## src/rtl/lsu_wb_pkg.sv

```systemverilog
// Shared types and constants for the load/store + writeback stage.
package lsu_wb_pkg;

    typedef enum logic [1:0] {StIdle, StMreq, StMresp, StWb} state_e;

    localparam logic [2:0] F3Lb  = 3'b000;
    localparam logic [2:0] F3Lh  = 3'b001;
    localparam logic [2:0] F3Lw  = 3'b010;
    localparam logic [2:0] F3Lbu = 3'b100;
    localparam logic [2:0] F3Lhu = 3'b101;
    localparam logic [2:0] F3Sb  = 3'b000;
    localparam logic [2:0] F3Sh  = 3'b001;
    localparam logic [2:0] F3Sw  = 3'b010;

    localparam logic [3:0] MaskByte = 4'b0001;
    localparam logic [3:0] MaskHalf = 4'b0011;
    localparam logic [3:0] MaskWord = 4'b1111;

    // Unlisted funct3 codes behave as word accesses, matching lsu_align.
    function automatic logic access_misaligned(input logic       is_store,
                                               input logic [2:0] funct3,
                                               input logic [1:0] addr_lo);
        logic half;
        logic word;
        if (is_store) begin
            half = (funct3 == F3Sh);
            word = !((funct3 == F3Sb) || half);
        end else begin
            half = (funct3 == F3Lh) || (funct3 == F3Lhu);
            word = !((funct3 == F3Lb) || (funct3 == F3Lbu) || half);
        end
        return (half && addr_lo[0]) || (word && (addr_lo != 2'b00));
    endfunction

endpackage

```

## src/rtl/lsu_align.sv

```systemverilog
// Byte-lane steering: store lane replicate + mask, load extract + extend.
module lsu_align
    import lsu_wb_pkg::*;
(
    input  logic [2:0]  funct3,
    input  logic [1:0]  addr_lo,
    input  logic [31:0] data,
    output logic [31:0] st_wdata,
    output logic [3:0]  st_wmask,
    output logic [31:0] ld_value
);

    logic [31:0] shifted;

    assign shifted = data >> {addr_lo, 3'b000};

    always_comb begin
        st_wdata = data;
        st_wmask = MaskWord;
        case (funct3)
            F3Sb: begin
                st_wdata = {4{data[7:0]}};
                st_wmask = MaskByte << addr_lo;
            end
            F3Sh: begin
                st_wdata = {2{data[15:0]}};
                st_wmask = MaskHalf << addr_lo;
            end
            default: ;
        endcase

        ld_value = shifted;
        case (funct3)
            F3Lb:  ld_value = {{24{shifted[7]}}, shifted[7:0]};
            F3Lh:  ld_value = {{16{shifted[15]}}, shifted[15:0]};
            F3Lbu: ld_value = {24'b0, shifted[7:0]};
            F3Lhu: ld_value = {16'b0, shifted[15:0]};
            default: ;
        endcase
    end

endmodule

```

## src/rtl/lsu_wb.sv

```systemverilog
// Load/store and writeback stage feeding the register file write port.
module lsu_wb
    import lsu_wb_pkg::*;
#(
    parameter int unsigned ADDR_WIDTH = 5,
    parameter int unsigned DATA_WIDTH = 32,
    parameter int unsigned MEM_AW     = 32
) (
    input  logic                  clk,
    input  logic                  rst_n,
    input  logic                  in_valid,
    output logic                  in_ready,
    input  logic [ADDR_WIDTH-1:0] in_rd,
    input  logic                  in_rf_wen,
    input  logic                  in_is_load,
    input  logic                  in_is_store,
    input  logic [2:0]            in_funct3,
    input  logic [DATA_WIDTH-1:0] in_result,
    input  logic [DATA_WIDTH-1:0] in_store_data,
    output logic                  mem_req_valid,
    input  logic                  mem_req_ready,
    output logic [MEM_AW-1:0]     mem_req_addr,
    output logic                  mem_req_wen,
    output logic [DATA_WIDTH-1:0] mem_req_wdata,
    output logic [3:0]            mem_req_wmask,
    input  logic                  mem_resp_valid,
    input  logic [DATA_WIDTH-1:0] mem_resp_rdata,
    output logic                  rf_wen,
    output logic [ADDR_WIDTH-1:0] rf_waddr,
    output logic [DATA_WIDTH-1:0] rf_wdata,
    output logic                  busy,
    output logic [ADDR_WIDTH-1:0] pending_rd,
    output logic                  misalign_err
);

    state_e                state_q;
    logic [ADDR_WIDTH-1:0] rd_q;
    logic                  rf_wen_q;
    logic                  is_load_q;
    logic [2:0]            funct3_q;
    logic [1:0]            addr_lo_q;

    logic                  accept;
    logic                  mem_op;
    logic                  misaligned;
    logic [MEM_AW-1:0]     addr_full;
    logic [2:0]            al_funct3;
    logic [1:0]            al_addr_lo;
    logic [DATA_WIDTH-1:0] al_data;
    logic [DATA_WIDTH-1:0] st_wdata;
    logic [3:0]            st_wmask;
    logic [DATA_WIDTH-1:0] ld_value;

    assign in_ready   = (state_q == StIdle);
    assign busy       = (state_q != StIdle);
    assign pending_rd = (busy && rf_wen_q) ? rd_q : '0;

    assign accept     = in_valid && in_ready;
    assign mem_op     = in_is_load || in_is_store;
    assign misaligned = mem_op && access_misaligned(in_is_store, in_funct3, in_result[1:0]);
    assign addr_full  = MEM_AW'(in_result);

    // One aligner: store steering from live inputs in IDLE, load extraction from latched
    // access info while waiting for the response.
    assign al_funct3  = in_ready ? in_funct3 : funct3_q;
    assign al_addr_lo = in_ready ? in_result[1:0] : addr_lo_q;
    assign al_data    = in_ready ? in_store_data : mem_resp_rdata;

    lsu_align u_align (
        .funct3   (al_funct3),
        .addr_lo  (al_addr_lo),
        .data     (al_data),
        .st_wdata (st_wdata),
        .st_wmask (st_wmask),
        .ld_value (ld_value)
    );

    always_ff @(posedge clk or negedge rst_n) begin
        if (!rst_n) begin
            state_q       <= StIdle;
            rd_q          <= '0;
            rf_wen_q      <= 1'b0;
            is_load_q     <= 1'b0;
            funct3_q      <= '0;
            addr_lo_q     <= '0;
            mem_req_valid <= 1'b0;
            mem_req_addr  <= '0;
            mem_req_wen   <= 1'b0;
            mem_req_wdata <= '0;
            mem_req_wmask <= '0;
            rf_wen        <= 1'b0;
            rf_waddr      <= '0;
            rf_wdata      <= '0;
            misalign_err  <= 1'b0;
        end else begin
            misalign_err <= 1'b0;
            unique case (state_q)
                StIdle: begin
                    if (accept) begin
                        rd_q      <= in_rd;
                        rf_wen_q  <= in_rf_wen;
                        is_load_q <= in_is_load;
                        funct3_q  <= in_funct3;
                        addr_lo_q <= in_result[1:0];
                        if (misaligned) begin
                            misalign_err <= 1'b1;
                        end else if (mem_op) begin
                            state_q       <= StMreq;
                            mem_req_valid <= 1'b1;
                            mem_req_addr  <= addr_full & ~MEM_AW'(3);
                            mem_req_wen   <= in_is_store;
                            mem_req_wdata <= in_is_store ? st_wdata : '0;
                            mem_req_wmask <= in_is_store ? st_wmask : 4'b0000;
                        end else begin
                            state_q  <= StWb;
                            rf_wen   <= in_rf_wen && (in_rd != '0);
                            rf_waddr <= in_rd;
                            rf_wdata <= in_result;
                        end
                    end
                end
                StMreq: begin
                    if (mem_req_ready) begin
                        state_q       <= StMresp;
                        mem_req_valid <= 1'b0;
                    end
                end
                StMresp: begin
                    if (mem_resp_valid) begin
                        if (is_load_q) begin
                            state_q  <= StWb;
                            rf_wen   <= rf_wen_q && (rd_q != '0);
                            rf_waddr <= rd_q;
                            rf_wdata <= ld_value;
                        end else begin
                            state_q <= StIdle;
                        end
                    end
                end
                StWb: begin
                    state_q  <= StIdle;
                    rf_wen   <= 1'b0;
                    rf_waddr <= '0;
                    rf_wdata <= '0;
                end
                default: state_q <= StIdle;
            endcase
        end
    end

endmodule

```

## config.mk

```make
export PLATFORM = sky130hd
export DESIGN_NAME = lsu_wb
export DESIGN_NICKNAME = d
export VERILOG_FILES = /design/src/rtl/lsu_wb_pkg.sv /design/src/rtl/lsu_align.sv /design/src/rtl/lsu_wb.sv
export SDC_FILE = /design/constraint.sdc
export NUM_CORES = 1
export LEC_CHECK = 0
export CORE_MARGIN = 1
export CORE_UTILIZATION = 33
export DETAILED_ROUTE_END_ITERATION = 8
export PLACE_DENSITY = 0.72
export SLEW_MARGIN = 20
export SYNTH_ARGS = -nofsm -noshare
export SYNTH_HDL_FRONTEND = slang
export SYNTH_SLANG_ARGS = --single-unit
```

## constraint.sdc

```tcl
create_clock -name clk -period 2.7 [get_ports clk]
set_input_delay 0.54 -clock clk [delete_from_list [all_inputs] [get_ports clk]]
set_output_delay 0.54 -clock clk [all_outputs]
set_load 0.1 [all_outputs]
```

; ---- After elaboration in Yosys (flattened, before gate mapping)
; Index checks and enable logic that the tools add are counted.
[totals]
ff_bits = 121
out_inout_bits = 116
[classes]
n_eq_ne = 16
n_shift = 3
mux = 44
n_bitwise = 1
reduce_logical = 29
[op_table]
columns = cell, count
row1 = $mux W32, 7
row2 = $pmux W32 S4, 1
row3 = $pmux W32 S3, 1
row4 = $pmux W32 S2, 1
row5 = $shr A32 B5 Y32, 1
row6 = $mux W5, 6
row7 = $pmux W5 S3, 1
row8 = $mux W1, 14
row9 = $mux W2, 7
row10 = $eq A3 B3 Y1 const B, 4
row11 = $ne A2 B2 Y1 const B, 5
row12 = $reduce_bool A5 Y1, 2
row13 = $pmux W2 S4, 1
row14 = $pmux W4 S2, 1
row15 = $reduce_and A4 Y1, 2
row16 = $logic_and A1 B1 Y1, 7
row17 = $eq A3 B1 Y1 const B, 2
row18 = $logic_not A3 Y1, 2
row19 = $logic_or A1 B1 Y1, 6
row20 = $reduce_and A6 Y1, 1
row21 = $reduce_bool A2 Y1, 3
row22 = $reduce_and A5 Y1, 1
row23 = $eq A2 B2 Y1 const B, 2
row24 = $mux W4, 1
row25 = other kinds (12), 14

; ---- Longest topological paths before layout
; Gate-level depths: netlist of run 1.
[logic_depth]
depth_word = 11
depth_mapped = 10
ltp_nobuf = 6

; ---- By module
; From an unflattened synthesis of run 1, not the netlist that was laid out.
[unflattened]
cells_unflattened = 794
area_unflattened_um2 = 6931.6
[modules_own_cells]
columns = mod, n_inst, cells_each, area_per_inst_um2
row1 = lsu_wb, 1, 623, 5734.2
row2 = lsu_align, 1, 171, 1197.4

; ---- Worst setup path after synthesis of run 1
; OpenSTA, ideal clock, no wires.
[synth_path]
path_kind = flip-flop to output port
from = register state_q[1]
to = output pending_rd[0]
arrival_ns = 2.952
slack_ns = -0.792
path_stages_with_launch = 7
n_path_buf = 4
path_cell_list = dfrtp_1 buf_4 or2_1 buf_2 buf_2 clkbuf_1 and3_1
[synth_between]
elab_chain_cells = 3
[synth_lines]
columns = element, line_no
row1 = start: declaration, lsu_wb.sv:36  ; state_e state_q;
row2 = start signal: assignment, lsu_wb.sv:80  ; state_q <= StIdle;
row3 = start signal: assignment, lsu_wb.sv:108  ; state_q <= StMreq;
row4 = start signal: assignment, lsu_wb.sv:115  ; state_q <= StWb;
row5 = $reduce_bool A2 Y1, lsu_wb.sv:55  ; assign busy = (state_q != StIdle);
row6 = named net busy, lsu_wb.sv:31  ; output logic busy,
row7 = $logic_and A1 B1 Y1, lsu_wb.sv:56  ; assign pending_rd = (busy && rf_wen_q) ? rd_q : '0;
row8 = $mux W5, lsu_wb.sv:56
row9 = end: declaration, lsu_wb.sv:32  ; output logic [ADDR_WIDTH-1:0] pending_rd,
; The timed path passes the listed nets, and every way through them passes these cells.

; ---- Worst setup path in the final report of run 1
[layout_path]
from = register state_q[0]
to = register rf_wdata[11]
[layout_between]
elab_chain_cells = 7
[layout_lines]
columns = element, line_no
row1 = $logic_not A2 Y1, "lsu_wb.sv:54, lsu_wb.sv:97"
row2 = "$mux W32, or another cell as far along", lsu_wb.sv:67  ; assign al_data = in_ready ? in_store_data : mem_resp_rdata;
row3 = "$shr A32 B5 Y32, or another cell as far along", lsu_align.sv:15  ; assign shifted = data >> {addr_lo, 3'b000};
row4 = $pmux W32 S4, lsu_align.sv:33  ; case (funct3)
row5 = $mux W32, lsu_wb.sv:130  ; if (is_load_q) begin
row6 = $mux W32, lsu_wb.sv:129  ; if (mem_resp_valid) begin
row7 = $pmux W32 S3, lsu_wb.sv:97  ; unique case (state_q)
row8 = end signal: assignment, lsu_wb.sv:118  ; rf_wdata <= in_result;
row9 = end signal: assignment, lsu_wb.sv:134  ; rf_wdata <= ld_value;
row10 = end: declaration, lsu_wb.sv:30  ; output logic [DATA_WIDTH-1:0] rf_wdata,
; Several ways; a longest one is shown, not always the timed one. The select of a mux whose other input is x is not followed.
; A chain may end at the register's enable or synchronous reset.

==> qor.tcl, run 1 <==
set qor(r2r_slack_ns) 0.26
set qor(drt_pass1_iterations) 8
set qor(drt-vias-per-instance) 5.405
set qor(std_cell_rows) 51
set qor(worst_case_clock_buffer_depth) 2
set qor(clk-insertion-delay-late_ns) 0.41
set qor(final.hold.worst_slack_ns) 0.1626
set qor(synth_top_area_frac) 0.4617
set qor(drt.antenna.violating_nets) 0
set qor(worst_slew_margin_rel) 0.4083
set qor(synth-async-reset-ratio) 1.000
set qor(clock-root-buffer) {sky130_fd_sc_hd__clkbuf_16}
set qor(timing.critical_path.arrival_ns) 2.78
set qor(ys_warn_count) 0
set qor(min_period_ns) 2.444
set qor(cts_repair_resize_count) 0
set qor(first_iter_violations) 489
set qor(core_area_sq_um) 19460
set qor(cts_hold_buf) 0
set qor(synth.lib_cells_used.distinct) 60
set qor(post_synth_inst_count) 692
set qor(run_status) {completed}
set qor(cts.sink_count) 121
set qor(drt-total-wl_mm) 25.20
set qor(dp_hpwl_mm) 19.31
set qor(floorplan.io_pins) 228
set qor(synth_edf_count) 0
set qor(post-cts-setup-buffers) 0
set qor(max_freq_mhz) 409.1
set qor(grt_max_degree) 51
set qor(synthesis.area_sq_um) 6558
set qor(start_kind) {register}
set qor(report.final.setup_viol) 0
set qor(regToRegStartpoint) {state_q[0]}
set qor(die_area_sq_um) 20440
set qor(cts.htree.levels) 4
set qor(synth.area.top_cells) {sky130_fd_sc_hd__dfrtp_1 46%, sky130_fd_sc_hd__mux2_2 8.2%, sky130_fd_sc_hd__nand2_1 6.9%, sky130_fd_sc_hd__mux2i_1 4.7%, sky130_fd_sc_hd__a21oi_1 4.1%}
set qor(average_routed_wire_per_standard_cell_microns) 20.75
set qor(numPortBuffers) 225
set qor(seq_area_frac_synth) 0.4617
set qor(track_usage) 0.2486
set qor(max_slew.worst_pin.slew_ns) 0.8807
set qor(die_x_microns) 143.0
set qor(vias_in_the_first_global_route) 6489
set qor(yosys_register_bits) 121
set qor(clk_pin_slew_ns) 0.06
set qor(n_fill_cell) 1846
set qor(starting_density_of_the_core) 0.3369
set qor(finish.instance_area_sq_um) 9784
set qor(synth_area_per_cell_sq_um) 9.476
set qor(die_h_microns) 143.0
set qor(total_grt_overflow) 0
set qor(finalWeightedCongestion) 0.9179
set qor(final_nets) 1045
set qor(yosys_most_used_dff) {sky130_fd_sc_hd__dfrtp_1}
set qor(synth.top_cells.by_count) {121 x sky130_fd_sc_hd__dfrtp_1, 120 x sky130_fd_sc_hd__nand2_1, 57 x sky130_fd_sc_hd__nor2_1}
set qor(route.detailed.drc) 0
set qor(crit_path_frequent_cell) {sky130_fd_sc_hd__buf_4}
set qor(cts_buffers) 17
set qor(cp_data_required_time_ns) 3.04
set qor(finClkSkew_ns) 0.01019
set qor(hold_viol) 0
set qor(most_repeated_cell_in_the_gate_level_netlist_after_synthesis) {sky130_fd_sc_hd__dfrtp_1}
set qor(post_dp_cell_area_sq_um) 9171
set qor(grt_setup_unrepaired) {false}
set qor(place_inst) 1179
set qor(antenna_violations_before_repair) 3
set qor(final_critical_path_share_of_the_clock_period) 0.9052
set qor(min-delay-path-class) {input port to async pin}
set qor(crit_slowest_cell) {sky130_fd_sc_hd__nor3_1}
set qor(synthToLayoutAreaGrowth_pct) 49.21
set qor(tns_ns) 0
set qor(crit_path_cell_trace) {buf_4 > buf_4 > nor2b_1 > o21ai_0 > nor3_1 > a222oi_1 > a21oi_1}
set qor(final-max-slew-violation-count) 0
set qor(grt_first_pass_wirelength_mm) 37.33
set qor(rr_endpoint) {rf_wdata[11]}
set qor(timing.setup.critical_path_class) {register to register}
set qor(tritoncts_clock_tree) {yes}
set qor(layoutNonFillerInstCount) 1214
set qor(yosys.area.top_type) {sky130_fd_sc_hd__dfrtp_1}
set qor(cpPeakStageDelay_ns) 0.71
set qor(num_vias) 6562
set qor(maxCapViolCount) 0
set qor(path_max_fanout) 9
set qor(final_layout_size_suffix_gt1_frac) 0.2836
set qor(timing.critical_path.to_type) {register}
set qor(worst-r2r-cell-count) 7
placed cells by master (no fill, tap or decap), types with 15 or more instances in the layout:
| cell type | synthesis | layout |
|---|---|---|
| sky130_fd_sc_hd__mux2_2 | 48 | 48 |
| sky130_fd_sc_hd__a21oi_1 | 54 | 54 |
| sky130_fd_sc_hd__a22oi_1 | 15 | 15 |
| sky130_fd_sc_hd__clkbuf_16 | 0 | 17 |
| sky130_fd_sc_hd__nand2_1 | 120 | 120 |
| sky130_fd_sc_hd__nor2_1 | 57 | 56 |
| sky130_fd_sc_hd__dfrtp_1 | 121 | 121 |
| sky130_fd_sc_hd__clkdlybuf4s50_1 | 0 | 110 |
| sky130_fd_sc_hd__mux2i_1 | 31 | 31 |
| sky130_fd_sc_hd__buf_4 | 4 | 155 |
| sky130_fd_sc_hd__o21ai_0 | 43 | 43 |
per-layer routing:
layer  track usage  part of all wire
met1        0.3047              0.40
met5             0                 0
met3       0.06204             0.084
met2        0.4116              0.48
met4        0.1115             0.034
metrics by stage:
step	utilization	worst slack (ns)
2_1_floorplan	-	0.1769
3_3_place_gp	0.4712	0.04041
3_5_place_dp	0.4712	-0.04681
4_1_cts	0.5022	0.3060
5_1_grt	0.5023	0.05059
6_report	0.5027	0.2559
worst max path at each step:
stage / start / to / slack (ns) / cells after the start
after floorplan: state_q[1] / pending_rd[0] / 0.18 / 6
after global routing: state_q[0] / rf_wdata[8] / 0.05 / 7
after global placement: in_result[1] / rf_wdata[11] / 0.04 / 7
after detailed placement: in_result[0] / rf_wdata[11] / -0.05 / 6
after CTS: state_q[0] / rf_wdata[11] / 0.31 / 7
final: state_q[0] / rf_wdata[11] / 0.26 / 7
layout make-up:
type | instances | area, sq um | share of cell area
multi-input cells | 510 | 3268 | 0.3340
well taps | 265 | 331.6 | 0.03389
diodes | 4 | 10.01 | 0.001023
flip-flops and latches | 121 | 3028 | 0.3095
clock buffers | 19 | 452.9 | 0.04629
repair buffers | 278 | 2525 | 0.2581
inverters | 5 | 18.77 | 0.001918
clock inverters | 12 | 150.1 | 0.01535
cells by family after synthesis:
| family | Yosys count | synth area share |
|---|---|---|
| muxes | 80 | 0.1315 |
| DFF | 121 | 0.4617 |
| and+or+nand+nor | 222 | 0.1471 |
| AOI/OAI and AO/OA | 206 | 0.2154 |
| other | 1 | 0.0005719 |
| buffers and inverters | 62 | 0.04369 |
sequential cells by signal, summed over array words and instances, names as in the netlist, 2 cells and up:
signal,cells
rf_waddr,5
rf_wdata,32
state_q,2
mem_req_addr,30
mem_req_wmask,4
addr_lo_q,2
funct3_q,3
rd_q,5
mem_req_wdata,32
critical path: cells and delay by family (launching register included):
kind	cells	cell delay (ns)
buffers and inverters	2	0.36
DFF	1	0.44
AOI/OAI and AO/OA	3	0.60
and+or+nand+nor	2	0.96
Power of run 1 is left out: the tool's default activity adds up to more than one toggle a clock period on the data nets, which glitch-free logic cannot reach.
==> run 2: changes to the inputs <==
--- a/config.mk
+++ b/config.mk
@@ -9,6 +9,7 @@
 export CORE_UTILIZATION = 33
 export DETAILED_ROUTE_END_ITERATION = 8
 export PLACE_DENSITY = 0.72
+export SKIP_LAST_GASP = 1
 export SLEW_MARGIN = 20
 export SYNTH_ARGS = -nofsm -noshare
 export SYNTH_HDL_FRONTEND = slang
==> results of run 2 <==
No change in the layout: final DEF, timing and power equal those of run 1.
Power of run 2 is left out for the same reason.
